[src/rtl/pc_unit_if.sv]
// rtl/pc_unit_if.sv - control/branch request and PC status bundle for pc_unit
interface pc_unit_if #(
  parameter int ADDR_W = 8
);
  logic              stall;
  logic              branch_taken;
  logic [ADDR_W-1:0] branch_off;
  logic              jump;
  logic              call;
  logic              ret;
  logic [ADDR_W-1:0] jump_target;
  logic [ADDR_W-1:0] pc_out;
  logic [ADDR_W-1:0] pc_next;
  logic              ras_empty;
  logic              ras_full;
  logic              ras_err;

  modport master (
    output stall, branch_taken, branch_off, jump, call, ret, jump_target,
    input  pc_out, pc_next, ras_empty, ras_full, ras_err
  );

  modport slave (
    input  stall, branch_taken, branch_off, jump, call, ret, jump_target,
    output pc_out, pc_next, ras_empty, ras_full, ras_err
  );
endinterface

[src/rtl/pc_unit.sv]
// rtl/pc_unit.sv - program counter with next-PC select and circular return-address stack
module pc_unit #(
  parameter int ADDR_W    = 8,
  parameter int STEP      = 4,
  parameter int RESET_VEC = 0,
  parameter int RAS_DEPTH = 4
) (
  input  logic     clk,
  input  logic     reset,
  pc_unit_if.slave bus
);
  localparam int                PTR_W    = $clog2(RAS_DEPTH);
  localparam logic [ADDR_W-1:0] STEP_V   = ADDR_W'(STEP);
  localparam logic [ADDR_W-1:0] RESET_V  = ADDR_W'(RESET_VEC);
  localparam logic [PTR_W:0]    CNT_FULL = (PTR_W+1)'(RAS_DEPTH);

  logic [ADDR_W-1:0] r_pc;
  logic [PTR_W-1:0]  r_wp;
  logic [PTR_W:0]    r_cnt;
  logic              r_err;
  logic [ADDR_W-1:0] r_ras [RAS_DEPTH];

  logic [ADDR_W-1:0] w_seq;
  logic [ADDR_W-1:0] w_pc_next;
  logic [PTR_W-1:0]  w_top_idx;
  logic              w_empty;
  logic              w_full;
  logic              w_push;
  logic              w_pop;
  logic              w_err;

  assign w_seq     = r_pc + STEP_V;
  assign w_empty   = (r_cnt == '0);
  assign w_full    = (r_cnt == CNT_FULL);
  // r_wp is the next write slot, so the top entry sits just below it
  assign w_top_idx = r_wp - PTR_W'(1);

  always_comb begin
    w_pc_next = w_seq;
    w_push    = 1'b0;
    w_pop     = 1'b0;
    w_err     = 1'b0;
    if (bus.stall) begin
      w_pc_next = r_pc;
    end else if (bus.ret) begin
      if (!w_empty) begin
        w_pc_next = r_ras[w_top_idx];
        w_pop     = 1'b1;
      end else begin
        w_err = 1'b1;
      end
    end else if (bus.call) begin
      w_pc_next = bus.jump_target;
      w_push    = 1'b1;
      w_err     = w_full;
    end else if (bus.jump) begin
      w_pc_next = bus.jump_target;
    end else if (bus.branch_taken) begin
      w_pc_next = r_pc + bus.branch_off;
    end
  end

  always_ff @(posedge clk or negedge reset) begin
    if (!reset) begin
      r_pc  <= RESET_V;
      r_wp  <= '0;
      r_cnt <= '0;
      r_err <= 1'b0;
    end else begin
      r_pc  <= w_pc_next;
      r_err <= w_err;
      if (w_push) begin
        r_wp <= r_wp + PTR_W'(1);
        if (!w_full) r_cnt <= r_cnt + (PTR_W+1)'(1);
      end else if (w_pop) begin
        r_wp  <= w_top_idx;
        r_cnt <= r_cnt - (PTR_W+1)'(1);
      end
    end
  end

  // When full, r_wp already points at the oldest entry, so a push overwrites it
  always_ff @(posedge clk) begin
    if (reset && w_push) r_ras[r_wp] <= w_seq;
  end

  assign bus.pc_out    = r_pc;
  assign bus.pc_next   = w_pc_next;
  assign bus.ras_empty = w_empty;
  assign bus.ras_full  = w_full;
  assign bus.ras_err   = r_err;
endmodule

[src/flat_wrapper.sv]
// flat-port wrapper written by rule: the top's interface ports become plain ports
module pc_unit_flat 
#(
  parameter int ADDR_W    = 8,
  parameter int STEP      = 4,
  parameter int RESET_VEC = 0,
  parameter int RAS_DEPTH = 4
)
  (clk, reset, bus_stall, bus_branch_taken, bus_branch_off, bus_jump, bus_call, bus_ret, bus_jump_target, bus_pc_out, bus_pc_next, bus_ras_empty, bus_ras_full, bus_ras_err);
  pc_unit_if #(.ADDR_W(ADDR_W)) bus_i ();
  input  logic clk;
  input  logic reset;
  input wire logic [$bits(bus_i.stall)-1:0] bus_stall;
  input wire logic [$bits(bus_i.branch_taken)-1:0] bus_branch_taken;
  input wire logic [$bits(bus_i.branch_off)-1:0] bus_branch_off;
  input wire logic [$bits(bus_i.jump)-1:0] bus_jump;
  input wire logic [$bits(bus_i.call)-1:0] bus_call;
  input wire logic [$bits(bus_i.ret)-1:0] bus_ret;
  input wire logic [$bits(bus_i.jump_target)-1:0] bus_jump_target;
  output wire logic [$bits(bus_i.pc_out)-1:0] bus_pc_out;
  output wire logic [$bits(bus_i.pc_next)-1:0] bus_pc_next;
  output wire logic [$bits(bus_i.ras_empty)-1:0] bus_ras_empty;
  output wire logic [$bits(bus_i.ras_full)-1:0] bus_ras_full;
  output wire logic [$bits(bus_i.ras_err)-1:0] bus_ras_err;
  assign bus_i.stall = bus_stall;
  assign bus_i.branch_taken = bus_branch_taken;
  assign bus_i.branch_off = bus_branch_off;
  assign bus_i.jump = bus_jump;
  assign bus_i.call = bus_call;
  assign bus_i.ret = bus_ret;
  assign bus_i.jump_target = bus_jump_target;
  assign bus_pc_out = bus_i.pc_out;
  assign bus_pc_next = bus_i.pc_next;
  assign bus_ras_empty = bus_i.ras_empty;
  assign bus_ras_full = bus_i.ras_full;
  assign bus_ras_err = bus_i.ras_err;
  pc_unit #(.ADDR_W(ADDR_W), .STEP(STEP), .RESET_VEC(RESET_VEC), .RAS_DEPTH(RAS_DEPTH)) u_core (.clk(clk), .reset(reset), .bus(bus_i));
endmodule
[config.mk]
export PLATFORM = sky130hd
export DESIGN_NAME = pc_unit_flat
export DESIGN_NICKNAME = d
export VERILOG_FILES = /design/src/rtl/pc_unit_if.sv /design/src/rtl/pc_unit.sv /design/src/flat_wrapper.sv
export SDC_FILE = /design/constraint.sdc
export NUM_CORES = 1
export LEC_CHECK = 0
export ABC_AREA = 1
export CORE_MARGIN = 1.5
export CORE_UTILIZATION = 54
export DETAILED_ROUTE_END_ITERATION = 16
export GPL_TIMING_DRIVEN = 1
export PLACE_DENSITY = 0.85
export SLEW_MARGIN = 20
export SYNTH_ARGS = -nofsm -noshare
export SYNTH_HDL_FRONTEND = slang
export SYNTH_SLANG_ARGS = --single-unit
[constraint.sdc]
create_clock -name clk -period 2.55 [get_ports clk]
set_input_delay 0.51 -clock clk [delete_from_list [all_inputs] [get_ports clk]]
set_output_delay 0.51 -clock clk [all_outputs]
set_load 0.02 [all_outputs]
==> summary.txt, run 1 <==
Post-synth EDFFs - 32
Leak pwr - 1.73 nW
P&R area growth vs syn - 48.4%
Synth Flop Type - edfxtp_1
Worst Max-Slew Pin Slew - 0.310 ns
Diode count - 0
Synthesized area per cell - 8.92 um2
Final net count - 442
Synthesized flop and latch total - 46
Clock Latency Late Sink - 0.30 ns
Design Area, Final - 3940 um2
I/O Pins - 42
Unique masters post-synth - 37
Die Width - 73.2 um
Worst flop-to-flop path endpoint - u_core.bus.pc_out[6]$_DFF_PN0_
DIE HEIGHT - 73.2 um
Synth Net Count - 335
Sw Share - 43.4%
Die Footprint - 5350 um2
Standard-cell rows - 25
Vias - 2860
GPL Wtd Cong - 0.923
Synth Instances - 298
Sequential fraction of the synthesis area - 49.3%
Share of cells above drive strength 1 - 34.0%
Final Hold Fails - 0
Clk pwr share - 11.5%
CTS tree - done
DR WL/cell - 21.3 um
Crit share post-route - 114%
First-pass GRT wire length - 12.7 mm
Power share of the combinational group - 63.9%
Setup CP Type - flip-flop to output pin
Asr flop ratio synth - 30.4%
Iter 0 DRT Violations - 420
Total CTS buffers - 5
Largest net degree at the start of global routing - 20
FMAX - 345 MHz
Area of the multi-input gates - 1380 um2
Outcome - finished, violations left
Yosys warns - 0
Post-Route Setup TNS - -1.39 ns
Slew headroom - 79.4%
Clk_skew - 0.00334 ns
Class of the worst hold path - input port to asynchronous set/reset pin
HPWL Detailed - 5.26 mm
Initial antenna violation count - 0
Register area - 1310 um2
Vias/cell - 6.05
IO buf count - 41
Remaining antenna violation count after routing - 0
Crit. End Element - output pin
GRT overflow - 0
Starting Density - 56.3%
CP arrival - 2.39 ns
Mapped cell area - 2660 um2
Maximum VDD drop - 0.754 mV
DP Area - 3510 um2
Startpoint types - flip-flop
Vias in the first global route - 2739
R2R Path Start - u_core.bus.pc_out[1]$_DFF_PN0_
Crit Path Max Fanout - 4
Max clock buf depth - 2
# Max-Cap Violations - 0
Tmin final - 2.90 ns
H-Tree Depth - 2
Most common cell after layout, fill and taps aside - buf_4
Reg2Reg Setup Slack - 0.41 ns
Int Pwr - 2.71 mW
Core Area - 4720 um2
Drt first pass iters - 7
Filler cells - 221
Gr usage total - 32.0%
Reg2Reg Depth - 13
Root Buffer - clkbuf_8
Clk sink count - 46
Final setup margin - -0.348 ns
WL final - 10.1 mm
RSZ-0062 raised after global routing - yes
Pre-CTS WS - -0.989 ns
Worst-path clk slew - 0.09 ns
Sequential power share - 24.6%
P_sw - 2.08 mW
Slew Viols, Final - 0
Most frequent cells in the layout - buf_4, nand2_1, nor2_1
Remaining DRCs - 0
Power per cell area - 1220 nW/um2
Final setup violation count - 7
Failing checks - negative setup slack
WP data required - 2.04 ns
[worst max-delay path, cell delays in order, from the launching register on]
cell and delay, ns:
dfrtp_1 0.46, inv_1 0.13, fa_2 0.42, inv_2 0.10
buf_6 0.12, nand3_4 0.09, nand3_2 0.09, nand2_1 0.06
nand3_1 0.06, nand2_1 0.06, nand2_1 0.06, nand2_1 0.06
a21oi_2 0.20, buf_6 0.15
[Yosys cell counts, drive strengths merged, types with 2 or more instances]
master,count,area (um2)
nor3,2,26.3
ha,12,150
a21oi,20,104
nor2,36,150
xor2,5,43.8
buf,7,40.0
dfrtp,14,350
fa,2,40.0
o21ai,26,134
o22ai,7,43.8
inv,35,131
or2,3,18.8
nand2,66,253
nand3,16,85.1
o211ai,2,15.0
edfxtp,32,961
xnor2,3,33.8
[how the worst max path moves through the flow]
stage,cells after the start,from,end
2_1_floorplan,9,bus_branch_off[0],bus_pc_next[4]
3_3_place_gp,11,bus_branch_off[0],bus_pc_next[4]
3_5_place_dp,11,bus_branch_off[0],bus_pc_next[4]
4_1_cts,10,u_core.bus.pc_out[0]$_DFF_PN0_,bus_pc_next[4]
5_1_grt,13,u_core.bus.pc_out[1]$_DFF_PN0_,bus_pc_next[6]
6_report,13,u_core.bus.pc_out[1]$_DFF_PN0_,bus_pc_next[6]
[through the flow]
step           power, mW  utilization (%)  hold WS [ns]  std cells
6_report            4.79             83.5         0.570        473
4_1_cts             4.23             79.1         0.579        462
3_5_place_dp        3.51             74.3         0.627        450
2_1_floorplan       2.43                -         0.214        298
3_3_place_gp        3.44             74.3         0.614        450
5_1_grt             5.01             83.5         0.591        473
[layout make-up]
type                    instances  share of cell area [%]
multi-input cells             209                    35.1
flip-flops and latches         46                    33.3
repair buffers                108                    23.4
inverters                      35                    3.33
well taps                      67                    2.13
clock buffers                   6                    1.84
clock inverters                 2                   0.952
[timing repair]
| item | 4_1_cts | 5_1_grt |
|---|---|---|
| pin swaps | 19 | 30 |
| resized for setup | 78 | 36 |
| buffers inserted | 4 | 11 |
| cloned | 0 | 0 |
| hold buffers | 0 | 0 |
| endpoints found under the hold margin | 0 | 0 |
| setup endpoints to repair | 8 | 8 |
[sequential cells by signal, summed over array words and instances, names as in the netlist]
| name | count |
|---|---|
| u_core.bus.pc_out | 8 |
| u_core.bus.ras_err | 1 |
| u_core.r_cnt | 3 |
| u_core.r_ras | 32 |
| u_core.r_wp | 2 |
[logic make-up after synthesis]
kind of cell | count (synthesis) | synth area share (%)
AOI/OAI and AO/OA | 60 | 12.6
adders and majority gates | 14 | 7.16
DFF | 46 | 49.3
and+or+nand+nor | 126 | 20.8
muxes | 1 | 0.565
xor gates and xnor gates | 8 | 2.92
buffers and inverters | 43 | 6.59
[metal layers]
metal / part of all wire, % / vias to the layer above / routed length [um] / global-route usage [%]
met1: 36 / 1312 / 3610 / 36.1
met4: 7.7 / 0 / 778 / 17.0
li1: - / 1203 / - / -
met5: 0 / - / 0 / 0
met2: 47 / 243 / 4740 / 55.7
met3: 9.4 / 102 / 951 / 7.73
[power groups by stage]
stage | registers, mW | clock network (mW) | logic (mW)
5_1_grt | 1.19 | 0.574 | 3.24
4_1_cts | 1.15 | 0.537 | 2.54
3_3_place_gp | 1.14 | 0 | 2.30
6_report | 1.18 | 0.551 | 3.06
2_1_floorplan | 1.23 | 0 | 1.20
3_5_place_dp | 1.15 | 0 | 2.37
(Power assumes the default switching activity.)
==> inputs of run 2 (changes only) <==
Settings changed: CORE_ASPECT_RATIO set to 0.7, CORE_MARGIN 1.5 to 2, GPL_ROUTABILITY_DRIVEN set to 0.
==> summary.txt, run 2 (synthesized netlist as in run 1, its figures left out) <==
Standard-cell rows - 21 (-16%)
Final setup violation count - 7 (unchanged)
Top reg by flops - u_core.r_ras
Initial antenna violation count - 0 (unchanged)
Core Area - 4760 um2 (+0.69%)
Maximum VDD drop - 0.685 mV (-9.2%)
DR WL/cell - 17.9 um (-16%)
WP data required - 2.04 ns (about the same)
Final Hold Fails - 0 (unchanged)
DIE HEIGHT - 62.7 um (-14%)
Share of cells above drive strength 1 - 32.6% (-1.4 points)
RSZ-0062 raised after global routing - yes
Outcome - finished, violations left
Post-Route Setup TNS - -0.849 ns (+0.540 ns)
Final net count - 435 (-1.6%)
Remaining antenna violation count after routing - 0 (unchanged)
Slowest CP cell - dfrtp_1
# Max-Cap Violations - 0 (unchanged)
Crit Path Max Fanout - 2 (-2)
Startpoint types - flip-flop
Final core utilization - 81.9% (-1.6 points)
Vias/cell - 5.63 (-7.0%)
Tmin final - 2.79 ns (-0.108 ns)
Die Footprint - 5510 um2 (+2.9%)
Worst path cell trace - ha_2, inv_2, fa_2, xnor2_1, o21ai_2, a21oi_2, o21ai_1, o211ai_1, buf_4
HPWL Detailed - 5.35 mm (+1.6%)
Clock Latency Late Sink - 0.31 ns (about the same)
# hold bufs at CTS - 0 (unchanged)
Max reg flops - 32 (unchanged)
Drt first pass iters - 6 (-1)
Worst Max-Slew Pin Slew - 0.325 ns (+0.0156 ns)
GRT overflow - 0 (unchanged)
Setup CP Type - flip-flop to output pin
H-Tree Depth - 2 (unchanged)
Pre-CTS WS - -0.922 ns (+0.0674 ns)
Diode count - 0 (unchanged)
Slew Viols, Final - 0 (unchanged)
Remaining DRCs - 0 (unchanged)
Crit share post-route - 109% (-4.2 points)
Worst-path clk slew - 0.09 ns (about the same)
Leak pwr - 1.73 nW (-0.20%)
CP arrival - 2.28 ns (-0.11 ns)
First-pass GRT wire length - 11.7 mm (-7.6%)
Worst stage delay on the critical path - 0.39 ns (-0.07 ns)
Largest net degree at the start of global routing - 20 (unchanged)
Max clock buf depth - 2 (unchanged)
FMAX - 358 MHz (+3.9%)
Die Width - 87.9 um (+20%)
Total CTS buffers - 5 (unchanged)
Clk_skew - 0.00999 ns (+0.00665 ns)
Starting Density - 55.9% (-0.38 points)
Gr usage total - 28.4% (-3.7 points)
I/O Pins - 42 (unchanged)
Total power - 4.51 mW (-5.9%)
Final cell count without fillers - 468 (-1.1%)
Clk sink count - 46 (unchanged)
Power per cell area - 1160 nW/um2 (-4.7%)
Most common cell after layout, fill and taps aside - buf_4
WL final - 8.38 mm (-17%)
Vias - 2633 (-7.9%)
CTS tree - done
Failing checks - negative setup slack
Crit. End Element - output pin
Most frequent cells in the layout - buf_4, nand2_1, nor2_1
Final setup margin - -0.240 ns (+0.108 ns)
DP Cell Count - 452 (+0.44%)
P&R area growth vs syn - 46.5%
Vias in the first global route - 2444 (-11%)
IO buf count - 41 (unchanged)
Slew headroom - 78.1% (-1.3 points)
Iter 0 DRT Violations - 301 (-28%)
Root Buffer - clkbuf_8
Class of the worst hold path - input port to asynchronous set/reset pin
## run 2: metal layers
metal,share of wire [%],track usage [%],vias to the layer above
met5,0,0,-
met4,3.1,6.54,0
met3,12,7.93,40
met2,48,45.4,172
met1,37,38.5,1225
li1,-,-,1196
## run 2: critical path, delay by kind of cell, from the launching register on
family,cells,cell delay [ns]
flops,1,0.39
buf+inv,2,0.23
xor+xnor,1,0.23
compound gates,4,0.56
fa+ha+maj,2,0.56
## run 2: final timing paths
path,startpoint,to,slack (ns),cells past startpoint
max,u_core.bus.pc_out[0]$_DFF_PN0_,bus_pc_next[2],-0.24,9
min,reset,u_core.bus.pc_out[4]$_DFF_PN0_,0.56,2
max reg2reg,u_core.bus.pc_out[2]$_DFF_PN0_,u_core.bus.pc_out[5]$_DFF_PN0_,0.44,13
min reg2reg,u_core.r_cnt[2]$_DFFE_PN0P_,u_core.r_cnt[2]$_DFFE_PN0P_,0.64,2
max in group asynchronous,reset,u_core.bus.pc_out[2]$_DFF_PN0_,1.78,2
min in group clk,u_core.r_cnt[2]$_DFFE_PN0P_,u_core.r_cnt[2]$_DFFE_PN0P_,0.64,2
## run 2: report_power, final
part / leakage (nW) / internal (mW) / total [mW] / switching, mW
Sequential: 0.452 / 1.02 / 1.14 / 0.121
Combinational: 1.21 / 1.20 / 2.71 / 1.51
Clock: 0.0683 / 0.393 / 0.653 / 0.261
Total: 1.73 / 2.62 / 4.51 / 1.89
## run 2: final cells by class
type                            count  area (um2)
Clock buffer                        5        68.8
Clock inverter                      3        68.8
Fill cell                         251         862
Inverter                           35         131
Multi-Input combinational cell    209        1370
Sequential cell                    46        1310
Tap cell                           69        86.3
Timing Repair Buffer              101         860
## run 2: metrics by stage
stage	area, um2	hold WS (ns)
floorplan	2660	0.214
global placement	3500	0.616
detailed placement	3500	0.625
CTS	3770	0.550
global route	3890	0.561
finish	3890	0.559
## run 2: repair_timing
item / 4_1_cts / 5_1_grt
setup endpoints to repair: 8 / 8
resized for setup: 81 / 28
pin swaps: 24 / 30
buffers inserted: 4 / 4
